==> src/rtl/exu_cp0_sched_pkg.sv <==
// Shared types and constants for the CP0 serialising scheduler.
package exu_cp0_pkg;

   localparam int unsigned IID_W  = 5;
   localparam int unsigned OP_W   = 7;
   localparam int unsigned DATA_W = 64;

   // Environment-call opcode and the immediate flag that marks an ebreak.
   localparam logic [OP_W-1:0]   I_ENV          = 7'b1110011;
   localparam logic [DATA_W-1:0] ENVFLAG_EBREAK = 64'd1;

   typedef struct packed {
      logic [IID_W-1:0]  iid;
      logic [OP_W-1:0]   opcode;
      logic              psrc1_vld;
      logic [DATA_W-1:0] psrc1_value;
      logic              imm_vld;
      logic [DATA_W-1:0] imm;
   } cp0_entry_t;

   typedef enum logic [1:0] {
      ST_IDLE,
      ST_ISSUE,
      ST_WAIT
   } cp0_state_t;

endpackage

==> src/rtl/exu_cp0_sched_if.sv <==
// Dispatch, ROB-head, issue and completion signals around the CP0 scheduler.
interface exu_cp0_sched_if
   import exu_cp0_pkg::*;
#(
   parameter int unsigned DEPTH = 4
);

   logic                     rtu_global_flush;

   logic                     idu_sched_cp0_vld;
   logic [IID_W-1:0]         idu_sched_cp0_iid;
   logic [OP_W-1:0]          idu_sched_cp0_opcode;
   logic                     idu_sched_cp0_psrc1_vld;
   logic [DATA_W-1:0]        idu_sched_cp0_psrc1_value;
   logic                     idu_sched_cp0_imm_vld;
   logic [DATA_W-1:0]        idu_sched_cp0_imm;
   logic                     sched_idu_cp0_rdy;

   logic                     rtu_rob_head_vld;
   logic [IID_W-1:0]         rtu_rob_head_iid;

   logic                     sched_cp0_vld;
   logic [IID_W-1:0]         sched_cp0_iid;
   logic [OP_W-1:0]          sched_cp0_opcode;
   logic                     sched_cp0_psrc1_vld;
   logic [DATA_W-1:0]        sched_cp0_psrc1_value;
   logic                     sched_cp0_imm_vld;
   logic [DATA_W-1:0]        sched_cp0_imm;

   logic                     exu_rtu_rob_cp0_complete;
   logic [IID_W-1:0]         exu_rtu_rob_cp0_iid;

   logic                     sched_cp0_busy;
   logic [$clog2(DEPTH):0]   sched_cp0_cnt;
   logic                     sched_cp0_err;

   // Scheduler side.
   modport slave (
      input  rtu_global_flush,
      input  idu_sched_cp0_vld, idu_sched_cp0_iid, idu_sched_cp0_opcode,
             idu_sched_cp0_psrc1_vld, idu_sched_cp0_psrc1_value,
             idu_sched_cp0_imm_vld, idu_sched_cp0_imm,
      output sched_idu_cp0_rdy,
      input  rtu_rob_head_vld, rtu_rob_head_iid,
      output sched_cp0_vld, sched_cp0_iid, sched_cp0_opcode,
             sched_cp0_psrc1_vld, sched_cp0_psrc1_value,
             sched_cp0_imm_vld, sched_cp0_imm,
      input  exu_rtu_rob_cp0_complete, exu_rtu_rob_cp0_iid,
      output sched_cp0_busy, sched_cp0_cnt, sched_cp0_err
   );

   // Environment side (IDU, RTU, CP0 unit).
   modport master (
      output rtu_global_flush,
      output idu_sched_cp0_vld, idu_sched_cp0_iid, idu_sched_cp0_opcode,
             idu_sched_cp0_psrc1_vld, idu_sched_cp0_psrc1_value,
             idu_sched_cp0_imm_vld, idu_sched_cp0_imm,
      input  sched_idu_cp0_rdy,
      output rtu_rob_head_vld, rtu_rob_head_iid,
      input  sched_cp0_vld, sched_cp0_iid, sched_cp0_opcode,
             sched_cp0_psrc1_vld, sched_cp0_psrc1_value,
             sched_cp0_imm_vld, sched_cp0_imm,
      output exu_rtu_rob_cp0_complete, exu_rtu_rob_cp0_iid,
      input  sched_cp0_busy, sched_cp0_cnt, sched_cp0_err
   );

endinterface

==> src/rtl/exu_cp0_sched_fifo.sv <==
// In-order circular queue of CP0 entries; pointers carry a wrap bit.
module exu_cp0_sched_fifo
   import exu_cp0_pkg::*;
#(
   parameter int unsigned DEPTH = 4
) (
   input  logic                   clk,
   input  logic                   rst_clk,
   input  logic                   flush_i,
   input  logic                   push_i,
   input  cp0_entry_t             push_data_i,
   input  logic                   pop_i,
   output cp0_entry_t             head_o,
   output logic                   empty_o,
   output logic                   full_o,
   output logic [$clog2(DEPTH):0] cnt_o
);

   localparam int unsigned AW = $clog2(DEPTH);

   logic [AW:0] wptr_q, wptr_d;
   logic [AW:0] rptr_q, rptr_d;
   cp0_entry_t  mem_q [DEPTH];
   logic        push_ok, pop_ok;

   assign empty_o = (wptr_q == rptr_q);
   assign full_o  = (wptr_q[AW-1:0] == rptr_q[AW-1:0]) && (wptr_q[AW] != rptr_q[AW]);
   assign cnt_o   = wptr_q - rptr_q;
   assign head_o  = mem_q[rptr_q[AW-1:0]];
   assign push_ok = push_i && !full_o && !flush_i;
   assign pop_ok  = pop_i && !empty_o && !flush_i;

   // Next pointers: flush empties the queue, otherwise advance on push/pop.
   always_comb begin
      wptr_d = wptr_q;
      rptr_d = rptr_q;
      if (flush_i) begin
         wptr_d = '0;
         rptr_d = '0;
      end else begin
         if (push_ok) wptr_d = wptr_q + (AW+1)'(1);
         if (pop_ok)  rptr_d = rptr_q + (AW+1)'(1);
      end
   end

   // Pointer registers.
   always_ff @(posedge clk or negedge rst_clk) begin
      if (!rst_clk) begin
         wptr_q <= '0;
         rptr_q <= '0;
      end else begin
         wptr_q <= wptr_d;
         rptr_q <= rptr_d;
      end
   end

   // Entry storage; contents are only meaningful between the pointers.
   always_ff @(posedge clk) begin
      if (push_ok) mem_q[wptr_q[AW-1:0]] <= push_data_i;
   end

endmodule

==> src/rtl/exu_cp0_sched.sv <==
// Serialising CP0 scheduler: issues queued CP0 ops only at the ROB head,
// one in flight, with a completion watchdog and global-flush recovery.
module exu_cp0_sched
   import exu_cp0_pkg::*;
#(
   parameter int unsigned DEPTH   = 4,
   parameter int unsigned TMO_CYC = 15
) (
   input logic                clk,
   input logic                rst_clk,
   exu_cp0_sched_if.slave     bus
);

   localparam int unsigned CNT_W = $clog2(DEPTH) + 1;
   localparam int unsigned WD_W  = $clog2(TMO_CYC + 1);
   localparam logic [WD_W-1:0] WD_LIMIT = WD_W'(TMO_CYC);

   cp0_state_t       state_q, state_d;
   logic [WD_W-1:0]  wdog_q, wdog_d;
   logic             err_q, err_d;
   cp0_entry_t       iss_q, iss_d;

   cp0_entry_t       push_data, fifo_head, iss_out;
   logic             fifo_empty, fifo_full;
   logic [CNT_W-1:0] fifo_cnt;
   logic             push, pop, rdy;
   logic             head_ok, cmpl_hit, cmpl_bad, issue_vld;

   assign push_data = '{iid:         bus.idu_sched_cp0_iid,
                        opcode:      bus.idu_sched_cp0_opcode,
                        psrc1_vld:   bus.idu_sched_cp0_psrc1_vld,
                        psrc1_value: bus.idu_sched_cp0_psrc1_value,
                        imm_vld:     bus.idu_sched_cp0_imm_vld,
                        imm:         bus.idu_sched_cp0_imm};

   assign rdy  = !fifo_full && !bus.rtu_global_flush;
   assign push = bus.idu_sched_cp0_vld && rdy;

   exu_cp0_sched_fifo #(.DEPTH(DEPTH)) u_fifo (
      .clk         (clk),
      .rst_clk     (rst_clk),
      .flush_i     (bus.rtu_global_flush),
      .push_i      (push),
      .push_data_i (push_data),
      .pop_i       (pop),
      .head_o      (fifo_head),
      .empty_o     (fifo_empty),
      .full_o      (fifo_full),
      .cnt_o       (fifo_cnt)
   );

   assign head_ok  = !fifo_empty && bus.rtu_rob_head_vld &&
                     (bus.rtu_rob_head_iid == fifo_head.iid);
   assign cmpl_hit = bus.exu_rtu_rob_cp0_complete && (bus.exu_rtu_rob_cp0_iid == iss_q.iid);
   assign cmpl_bad = bus.exu_rtu_rob_cp0_complete && !cmpl_hit;

   // Issue FSM and watchdog next-state; flush overrides all but the sticky error.
   always_comb begin
      state_d = state_q;
      wdog_d  = wdog_q;
      err_d   = err_q;
      iss_d   = iss_q;
      pop     = 1'b0;
      case (state_q)
         ST_IDLE: begin
            wdog_d = '0;
            if (head_ok) begin
               pop     = 1'b1;
               iss_d   = fifo_head;
               state_d = ST_ISSUE;
            end
         end
         ST_ISSUE, ST_WAIT: begin
            wdog_d = (state_q == ST_ISSUE) ? '0 : wdog_q + WD_W'(1);
            if (cmpl_hit) begin
               state_d = ST_IDLE;
               wdog_d  = '0;
            end else begin
               if (cmpl_bad) err_d = 1'b1;
               if ((state_q == ST_WAIT) && (wdog_q == WD_LIMIT)) begin
                  err_d   = 1'b1;
                  state_d = ST_IDLE;
                  wdog_d  = '0;
               end else begin
                  state_d = ST_WAIT;
               end
            end
         end
         default: begin
            state_d = ST_IDLE;
            wdog_d  = '0;
         end
      endcase
      if (bus.rtu_global_flush) begin
         state_d = ST_IDLE;
         wdog_d  = '0;
         err_d   = err_q;
         pop     = 1'b0;
      end
   end

   // FSM, watchdog, error and issued-payload registers.
   always_ff @(posedge clk or negedge rst_clk) begin
      if (!rst_clk) begin
         state_q <= ST_IDLE;
         wdog_q  <= '0;
         err_q   <= 1'b0;
         iss_q   <= '0;
      end else begin
         state_q <= state_d;
         wdog_q  <= wdog_d;
         err_q   <= err_d;
         iss_q   <= iss_d;
      end
   end

   assign issue_vld = (state_q == ST_ISSUE);
   assign iss_out   = issue_vld ? iss_q : '0;

   assign bus.sched_idu_cp0_rdy     = rdy;
   assign bus.sched_cp0_vld         = issue_vld;
   assign bus.sched_cp0_iid         = iss_out.iid;
   assign bus.sched_cp0_opcode      = iss_out.opcode;
   assign bus.sched_cp0_psrc1_vld   = iss_out.psrc1_vld;
   assign bus.sched_cp0_psrc1_value = iss_out.psrc1_value;
   assign bus.sched_cp0_imm_vld     = iss_out.imm_vld;
   assign bus.sched_cp0_imm         = iss_out.imm;
   assign bus.sched_cp0_busy        = (state_q != ST_IDLE);
   assign bus.sched_cp0_cnt         = fifo_cnt;
   assign bus.sched_cp0_err         = err_q;

endmodule

==> src/flat_wrapper.sv <==
// flat-port wrapper written by rule: the top's interface ports become plain ports
module exu_cp0_sched_flat import exu_cp0_pkg::*;
#(
   parameter int unsigned DEPTH   = 4,
   parameter int unsigned TMO_CYC = 15
)
  (clk, rst_clk, bus_rtu_global_flush, bus_idu_sched_cp0_vld, bus_idu_sched_cp0_iid, bus_idu_sched_cp0_opcode, bus_idu_sched_cp0_psrc1_vld, bus_idu_sched_cp0_psrc1_value, bus_idu_sched_cp0_imm_vld, bus_idu_sched_cp0_imm, bus_sched_idu_cp0_rdy, bus_rtu_rob_head_vld, bus_rtu_rob_head_iid, bus_sched_cp0_vld, bus_sched_cp0_iid, bus_sched_cp0_opcode, bus_sched_cp0_psrc1_vld, bus_sched_cp0_psrc1_value, bus_sched_cp0_imm_vld, bus_sched_cp0_imm, bus_exu_rtu_rob_cp0_complete, bus_exu_rtu_rob_cp0_iid, bus_sched_cp0_busy, bus_sched_cp0_cnt, bus_sched_cp0_err);
  exu_cp0_sched_if #(.DEPTH(DEPTH)) bus_i ();
  input logic clk;
  input logic rst_clk;
  input wire logic [$bits(bus_i.rtu_global_flush)-1:0] bus_rtu_global_flush;
  input wire logic [$bits(bus_i.idu_sched_cp0_vld)-1:0] bus_idu_sched_cp0_vld;
  input wire logic [$bits(bus_i.idu_sched_cp0_iid)-1:0] bus_idu_sched_cp0_iid;
  input wire logic [$bits(bus_i.idu_sched_cp0_opcode)-1:0] bus_idu_sched_cp0_opcode;
  input wire logic [$bits(bus_i.idu_sched_cp0_psrc1_vld)-1:0] bus_idu_sched_cp0_psrc1_vld;
  input wire logic [$bits(bus_i.idu_sched_cp0_psrc1_value)-1:0] bus_idu_sched_cp0_psrc1_value;
  input wire logic [$bits(bus_i.idu_sched_cp0_imm_vld)-1:0] bus_idu_sched_cp0_imm_vld;
  input wire logic [$bits(bus_i.idu_sched_cp0_imm)-1:0] bus_idu_sched_cp0_imm;
  output wire logic [$bits(bus_i.sched_idu_cp0_rdy)-1:0] bus_sched_idu_cp0_rdy;
  input wire logic [$bits(bus_i.rtu_rob_head_vld)-1:0] bus_rtu_rob_head_vld;
  input wire logic [$bits(bus_i.rtu_rob_head_iid)-1:0] bus_rtu_rob_head_iid;
  output wire logic [$bits(bus_i.sched_cp0_vld)-1:0] bus_sched_cp0_vld;
  output wire logic [$bits(bus_i.sched_cp0_iid)-1:0] bus_sched_cp0_iid;
  output wire logic [$bits(bus_i.sched_cp0_opcode)-1:0] bus_sched_cp0_opcode;
  output wire logic [$bits(bus_i.sched_cp0_psrc1_vld)-1:0] bus_sched_cp0_psrc1_vld;
  output wire logic [$bits(bus_i.sched_cp0_psrc1_value)-1:0] bus_sched_cp0_psrc1_value;
  output wire logic [$bits(bus_i.sched_cp0_imm_vld)-1:0] bus_sched_cp0_imm_vld;
  output wire logic [$bits(bus_i.sched_cp0_imm)-1:0] bus_sched_cp0_imm;
  input wire logic [$bits(bus_i.exu_rtu_rob_cp0_complete)-1:0] bus_exu_rtu_rob_cp0_complete;
  input wire logic [$bits(bus_i.exu_rtu_rob_cp0_iid)-1:0] bus_exu_rtu_rob_cp0_iid;
  output wire logic [$bits(bus_i.sched_cp0_busy)-1:0] bus_sched_cp0_busy;
  output wire logic [$bits(bus_i.sched_cp0_cnt)-1:0] bus_sched_cp0_cnt;
  output wire logic [$bits(bus_i.sched_cp0_err)-1:0] bus_sched_cp0_err;
  assign bus_i.rtu_global_flush = bus_rtu_global_flush;
  assign bus_i.idu_sched_cp0_vld = bus_idu_sched_cp0_vld;
  assign bus_i.idu_sched_cp0_iid = bus_idu_sched_cp0_iid;
  assign bus_i.idu_sched_cp0_opcode = bus_idu_sched_cp0_opcode;
  assign bus_i.idu_sched_cp0_psrc1_vld = bus_idu_sched_cp0_psrc1_vld;
  assign bus_i.idu_sched_cp0_psrc1_value = bus_idu_sched_cp0_psrc1_value;
  assign bus_i.idu_sched_cp0_imm_vld = bus_idu_sched_cp0_imm_vld;
  assign bus_i.idu_sched_cp0_imm = bus_idu_sched_cp0_imm;
  assign bus_sched_idu_cp0_rdy = bus_i.sched_idu_cp0_rdy;
  assign bus_i.rtu_rob_head_vld = bus_rtu_rob_head_vld;
  assign bus_i.rtu_rob_head_iid = bus_rtu_rob_head_iid;
  assign bus_sched_cp0_vld = bus_i.sched_cp0_vld;
  assign bus_sched_cp0_iid = bus_i.sched_cp0_iid;
  assign bus_sched_cp0_opcode = bus_i.sched_cp0_opcode;
  assign bus_sched_cp0_psrc1_vld = bus_i.sched_cp0_psrc1_vld;
  assign bus_sched_cp0_psrc1_value = bus_i.sched_cp0_psrc1_value;
  assign bus_sched_cp0_imm_vld = bus_i.sched_cp0_imm_vld;
  assign bus_sched_cp0_imm = bus_i.sched_cp0_imm;
  assign bus_i.exu_rtu_rob_cp0_complete = bus_exu_rtu_rob_cp0_complete;
  assign bus_i.exu_rtu_rob_cp0_iid = bus_exu_rtu_rob_cp0_iid;
  assign bus_sched_cp0_busy = bus_i.sched_cp0_busy;
  assign bus_sched_cp0_cnt = bus_i.sched_cp0_cnt;
  assign bus_sched_cp0_err = bus_i.sched_cp0_err;
  exu_cp0_sched #(.DEPTH(DEPTH), .TMO_CYC(TMO_CYC)) u_core (.clk(clk), .rst_clk(rst_clk), .bus(bus_i));
endmodule
==> config.mk <==
export PLATFORM = sky130hd
export DESIGN_NAME = exu_cp0_sched_flat
export DESIGN_NICKNAME = d
export VERILOG_FILES = /design/src/rtl/exu_cp0_sched_pkg.sv /design/src/rtl/exu_cp0_sched_if.sv /design/src/rtl/exu_cp0_sched_fifo.sv /design/src/rtl/exu_cp0_sched.sv /design/src/flat_wrapper.sv
export SDC_FILE = /design/constraint.sdc
export NUM_CORES = 1
export LEC_CHECK = 0
export CAP_MARGIN = 25
export CORE_MARGIN = 5
export CORE_UTILIZATION = 56
export CTS_CLUSTER_DIAMETER = 200
export DETAILED_ROUTE_END_ITERATION = 8
export PLACE_DENSITY = 0.79
export SYNTH_ARGS = -nofsm -noshare
export SYNTH_HDL_FRONTEND = slang
export SYNTH_SLANG_ARGS = --single-unit
==> constraint.sdc <==
create_clock -name clk -period 6.75 [get_ports clk]
set_input_delay 1.0125 -clock clk [delete_from_list [all_inputs] [get_ports clk]]
set_output_delay 1.0125 -clock clk [all_outputs]
set_load 0.1 [all_outputs]
==> results.json, run 1 <==
{
  "cp_max_fo": 54,
  "post-cts-setup-buffers": 0,
  "use_met3_pct": 4.96,
  "wire_per_inst_um": 23.8,
  "track_usage_pct": 21.6,
  "synth.largest_area_cell": "edfxtp_1",
  "cts_resized": 0,
  "root_buffer": "clkbuf_16",
  "pwr_density_cell_mw_per_mm2": 292,
  "muxShareOfSynthArea_pct": 17.6,
  "pwr-share-seq_pct": 53.3,
  "nNetsFinal": 1818,
  "dr_total_vias": 13387,
  "crit_path_cell_trace": "inv_1 -> ha_1 -> a31oi_1 -> clkdlybuf4s50_1",
  "layout_commonest_cell": "edfxtp_1",
  "dieArea_mm2": 0.0538,
  "finalWirelength_um": 56800,
  "synthAdderAreaFrac_pct": 0.617,
  "finalCriticalPeriod_ps": 4670,
  "rr_startpoint": "u_core.u_fifo.rptr_q[0]$_DFFE_PN0P_",
  "start_util_pct": 56.5,
  "status": "finished clean",
  "synthCells": 1308,
  "cap_viol_max_count": 0,
  "ys_ff_latch": 723,
  "critPathTopFamily": "buffers and inverters",
  "syn_area_mm2": 0.0276,
  "clock-sinks": 723,
  "layout-drive-gt1-share_pct": 21.7,
  "synth_compound_area_share_pct": 0.290,
  "overflow": 0,
  "layout_setup_ws_ps": 2080,
  "cts_tree": "yes",
  "dp_hpwl_um": 32900,
  "hold_path.class": "input pin to asynchronous set/reset pin",
  "critPathCaptureType": "output pin",
  "clock_skew_ps": 17.1,
  "antenna_left": 0,
  "rsz0062_at_grt": "no",
  "dp_cells": 2234,
  "cp_num_buf_inv": 2,
  "hold_viol": 0,
  "core-area_mm2": 0.0488,
  "irDropWorstVdd_mv": 0.235,
  "fmax_ghz": 0.214,
  "yosys.area_share.simple_pct": 4.00,
  "die_w_um": 232,
  "avgSynthCellArea_um2": 21.1,
  "mostFrequentLayoutCells": "edfxtp_1 (568), clkdlybuf4s50_1 (305), dfrtp_1 (153), and2_1 (142), mux4_2 (140)",
  "fin_crit_sh_pct": 69.1,
  "max-clock-path-buffers": 3,
  "swShare_pct": 20.8,
  "ff2ff_path_depth": 7,
  "max-slew-margin-rel_pct": 28.7,
  "io_pins": 307,
  "crit_type": "flip-flop to output pin",
  "crit_arrival_ps": 3650,
  "grt.busiest_layer": "met2",
  "r2r-end": "u_core.iss_q[27]$_DFFE_PN0P_",
  "slew_violations": 0,
  "synth_cell_types": 35,
  "synth_xor_area_share_pct": 0.445,
  "grt_pass1_wl_um": 88100,
  "switchingPower_w": 0.00206,
  "die_y_um": 232,
  "synth_nets": 1479,
  "yosysSeqAreaShare_pct": 75.9,
  "critPathRequiredTime_ps": 5740,
  "clockPowerShare_pct": 40.9,
  "cts_buffers": 74,
  "dr.first_iter.drc_count": 906,
  "clock_latency_ps": 600,
  "rows": 81,
  "crit_slowest_cell": "clkdlybuf4s50_1",
  "io_buffers": 306,
  "cp-start-kind": "flip-flop",
  "worst_path_largest_cell_delay_ps": 1190,
  "pwr-share-comb_pct": 5.7,
  "worst-r2r-setup-slack_ps": 2360,
  "place_congestion": 0.810,
  "setup_tns_ps": 0,
  "viasPerCell": 5.62,
  "met2_usage_pct": 35.0,
  "setup_viol": 0,
  "grt_pass1_vias": 14671,
  "whs_ps": 347,
  "worstMarginPinSlew_ps": 1070,
  "dp_worst_setup_slack_ps": 2320,
  "antenna_found_initial": 15,
  "yosys_warnings": 0,
  "leakagePower_nw": 11.9,
  "synth_top_family_by_area": "multiplexers",
  "fin_cells": 2384,
  "met1_usage_pct": 29.7,
  "ctsHoldBuffers": 0,
  "htree_levels": 3,
  "grt_max_degree": 104,
  "power.internal_w": 0.00784,
  "clk_pin_slew_ps": 60,
  "post-route-drc-count": 0,
  "cp-startpoint": "u_core.u_fifo.rptr_q[1]$_DFFE_PN0P_",
  "syn_to_final_growth_pct": 23.1,
  "synthTopCellsByArea": "edfxtp_1 (62%), dfrtp_1 (14%), mux4_2 (11%)",
  "first_pass_iters": 5,
  "synth_top_cell_area_share_pct": 61.8
}
cells in the mapped netlist (all sizes together):
| cell type | count |
|---|---|
| xor2 | 6 |
| a311oi | 1 |
| fa | 1 |
| dfrtp | 155 |
| nor3 | 1 |
| xnor2 | 8 |
| and4 | 1 |
| nand2 | 7 |
| o21ai | 2 |
| a31oi | 1 |
| edfxtp | 568 |
| nand3 | 5 |
| and3 | 1 |
| nor2b | 2 |
| inv | 11 |
| nor4b | 1 |
| mux2 | 144 |
| nor2 | 7 |
| o21bai | 1 |
| mux4 | 140 |
| ha | 12 |
| nand4 | 3 |
| clkbuf | 47 |
| mux2i | 8 |
| a211o | 1 |
| nor4 | 2 |
| o31ai | 4 |
| buf | 17 |
| or3 | 4 |
| and2 | 146 |
| o311ai | 1 |
layer usage:
layer,wire length [µm],vias up
met5,46,-
met4,1300,8
met3,3550,90
met2,28400,400
met1,23500,7023
li1,-,5866
final cells by class:
| type | instances | area [µm²] |
|---|---|---|
| Antenna cell | 11 | 27.5 |
| Clock buffer | 102 | 2100 |
| Inverter | 11 | 41.3 |
| Multi-Input combinational cell | 510 | 6350 |
| Fill cell | 3066 | 14900 |
| Clock inverter | 36 | 363 |
| Sequential cell | 723 | 20900 |
| Timing Repair Buffer | 327 | 3290 |
| Tap cell | 664 | 831 |
power by group through the flow:
stage / combinational [W] / sequential [W] / clock (W)
finish: 0.000569 / 0.00528 / 0.00406
global route: 0.000624 / 0.00531 / 0.00436
CTS: 0.000580 / 0.00528 / 0.00414
detailed placement: 0.000575 / 0.00537 / 0
global placement: 0.000548 / 0.00535 / 0
floorplan: 0.000331 / 0.00531 / 0
worst max path at each step:
stage / endpoint / slack (ps) / cells past startpoint
2_1_floorplan: u_core.u_fifo.mem_q[3][0]$_DFFE_PP_ / 1270 / 3
3_5_place_dp: u_core.iss_q[3]$_DFFE_PN0P_ / 2320 / 7
3_3_place_gp: u_core.iss_q[18]$_DFFE_PN0P_ / 2350 / 7
5_1_grt: bus_sched_idu_cp0_rdy / 1940 / 4
6_report: bus_sched_idu_cp0_rdy / 2080 / 4
4_1_cts: bus_sched_cp0_psrc1_value[9] / 1790 / 5
cell families after synthesis:
| logic type | after synthesis |
|---|---|
| buffers and inverters | 75 |
| AND/OR/NAND/NOR | 180 |
| multiplexers | 292 |
| XOR/XNOR | 14 |
| flip-flops | 723 |
| adder cells (fa/ha/maj) | 13 |
| AO/OA/AOI/OAI | 11 |
registers in the layout, summed over array words and instances, names as in the netlist:
signal / cells
u_core.u_fifo.mem_q: 568
u_core.iss_q: 142
u_core.wdog_q: 4
u_core.u_fifo.rptr_q: 3
u_core.u_fifo.wptr_q: 3
u_core.state_q: 2
u_core.bus.sched_cp0_err: 1
per-stage QoR:
stage,utilization [%],instance area [µm²],power [W]
final,69.5,33900,0.00990
after global placement,64.3,31400,0.00590
after global routing,69.5,33900,0.0103
after floorplan,-,27600,0.00564
after CTS,69.4,33900,0.0100
after detailed placement,64.3,31400,0.00594
No activity file was read; power rests on OpenSTA's default activity.
==> run 2: changes to the inputs <==
clock period = 4.3 ns   (was 6.75 ns; I/O delays follow)
==> results.json, run 2 (same netlist as run 1, synthesis figures left out) <==
{
  "viasPerCell": 5.65,
  "clock-sinks": 723,
  "fin_crit_sh_pct": 84.7,
  "wire_per_inst_um": 24.1,
  "cap_viol_max_count": 0,
  "io_pins": 307,
  "critPathRequiredTime_ps": 3650,
  "max-clock-path-buffers": 3,
  "rows": 81,
  "use_met3_pct": 4.61,
  "die_w_um": 232,
  "critPathCaptureType": "output pin",
  "crit_arrival_ps": 3000,
  "dp_worst_setup_slack_ps": 876,
  "utilization_pct": 68.5,
  "track_usage_pct": 21.5,
  "fmax_ghz": 0.275,
  "ff2ff_path_depth": 6,
  "ctsHoldBuffers": 0,
  "post-route-drc-count": 0,
  "nNetsFinal": 1823,
  "place_congestion": 0.757,
  "htree_levels": 3,
  "cts_buffers": 71,
  "dieArea_mm2": 0.0538,
  "met1_usage_pct": 29.3,
  "finalWirelength_um": 57300,
  "irDropWorstVdd_mv": 0.318,
  "layout_commonest_cell": "edfxtp_1",
  "first_pass_iters": 5,
  "dr.first_iter.drc_count": 963,
  "hold_viol": 0,
  "placed_cell_area_mm2": 0.0313,
  "largest_reg_flops": 568,
  "worstMarginPinSlew_ps": 1000,
  "grt_pass1_wl_um": 86800,
  "cts_tree": "yes",
  "root_buffer": "clkbuf_16",
  "setup_tns_ps": 0,
  "clock_latency_ps": 610,
  "clk_pin_slew_ps": 60,
  "fillers": 3096,
  "dp_hpwl_um": 34000,
  "crit_type": "flip-flop to output pin",
  "met2_usage_pct": 35.5,
  "post-cts-setup-buffers": 0,
  "slew_violations": 0,
  "grt_pass1_vias": 14299,
  "clock_skew_ps": 14.1,
  "mostFrequentLayoutCells": "edfxtp_1 (568), clkdlybuf4s50_1 (160), buf_4 (159), dfrtp_1 (153), and2_1 (142)",
  "design_area_mm2": 0.0334,
  "status": "finished clean",
  "setup_viol": 0,
  "grt.busiest_layer": "met2",
  "finalCriticalPeriod_ps": 3640,
  "cts_resized": 0,
  "antenna_found_initial": 5,
  "max-slew-margin-rel_pct": 32.9,
  "dr_total_vias": 13401,
  "syn_to_final_growth_pct": 21.3,
  "layout-drive-gt1-share_pct": 29.4,
  "overflow": 0,
  "die_y_um": 232,
  "layout_setup_ws_ps": 658,
  "cp_max_fo": 27,
  "start_util_pct": 56.5,
  "rsz0062_at_grt": "no",
  "leakagePower_nw": 12.1,
  "hold_path.class": "input pin to asynchronous set/reset pin",
  "antenna_left": 0,
  "grt_max_degree": 73,
  "io_buffers": 306,
  "pwr_density_cell_mw_per_mm2": 448,
  "cp-start-kind": "flip-flop",
  "core-area_mm2": 0.0488
}
run 2: cell types whose count changed in the layout (fill, tap and decap cells not counted), sizes merged:
cell           delta
buf             +153
clkdlybuf4s50   -145
diode             -7
clkinv            -5
inv               -5
bufinv            -4
clkbuf            +2
run 2: final cells by class:
cell class              count  area [µm²]  share of cell area [%]
multi-input cells         510        6350                    19.0
clock inverters            22         161                   0.483
diodes                      4        10.0                  0.0299
repair buffers            335        3110                    9.31
clock buffers             104        1990                    5.96
flip-flops and latches    723       20900                    62.6
inverters                  11        41.3                   0.123
well taps                 664         831                    2.48
run 2: final timing paths:
path	start	to	slack [ps]
setup / recovery	u_core.u_fifo.rptr_q[0]$_DFFE_PN0P_	bus_sched_cp0_cnt[0]	660
max in group asynchronous	rst_clk	u_core.iss_q[42]$_DFFE_PN0P_	3230
setup reg to reg	u_core.u_fifo.rptr_q[0]$_DFFE_PN0P_	u_core.iss_q[132]$_DFFE_PN0P_	910
hold reg to reg	u_core.iss_q[73]$_DFFE_PN0P_	u_core.iss_q[73]$_DFFE_PN0P_	480
min in group clk	u_core.iss_q[73]$_DFFE_PN0P_	u_core.iss_q[73]$_DFFE_PN0P_	480
hold / removal	rst_clk	u_core.iss_q[109]$_DFFE_PN0P_	80
run 2: metrics by stage:
step                      hold WS, ps  instances  total power, W
after global routing              137       2373          0.0156
after floorplan                   349       1308         0.00885
after detailed placement          467       2242         0.00931
after CTS                         104       2368          0.0151
after global placement            446       2242         0.00924
final                            77.2       2373          0.0150
run 2: critical path, cell delays in order (launching register included):
cell and delay (ps):
dfrtp_4 750, ha_1 380, inv_1 120, clkdlybuf4s50_1 1140
run 2: report_power, final:
group	total [W]	internal [W]	leakage [nW]	switching, W
Combinational	0.000915	0.000469	3.79	0.000445
Sequential	0.00826	0.00805	7.23	0.000212
Clock	0.00580	0.00333	1.05	0.00246
Total	0.0150	0.0119	12.1	0.00312
run 2: metal layers:
metal / part of all wire (%) / routed length (µm)
met5: 0 / 0
met4: 2.2 / 1230
met3: 6.2 / 3570
met2: 52 / 29500
met1: 40 / 23000
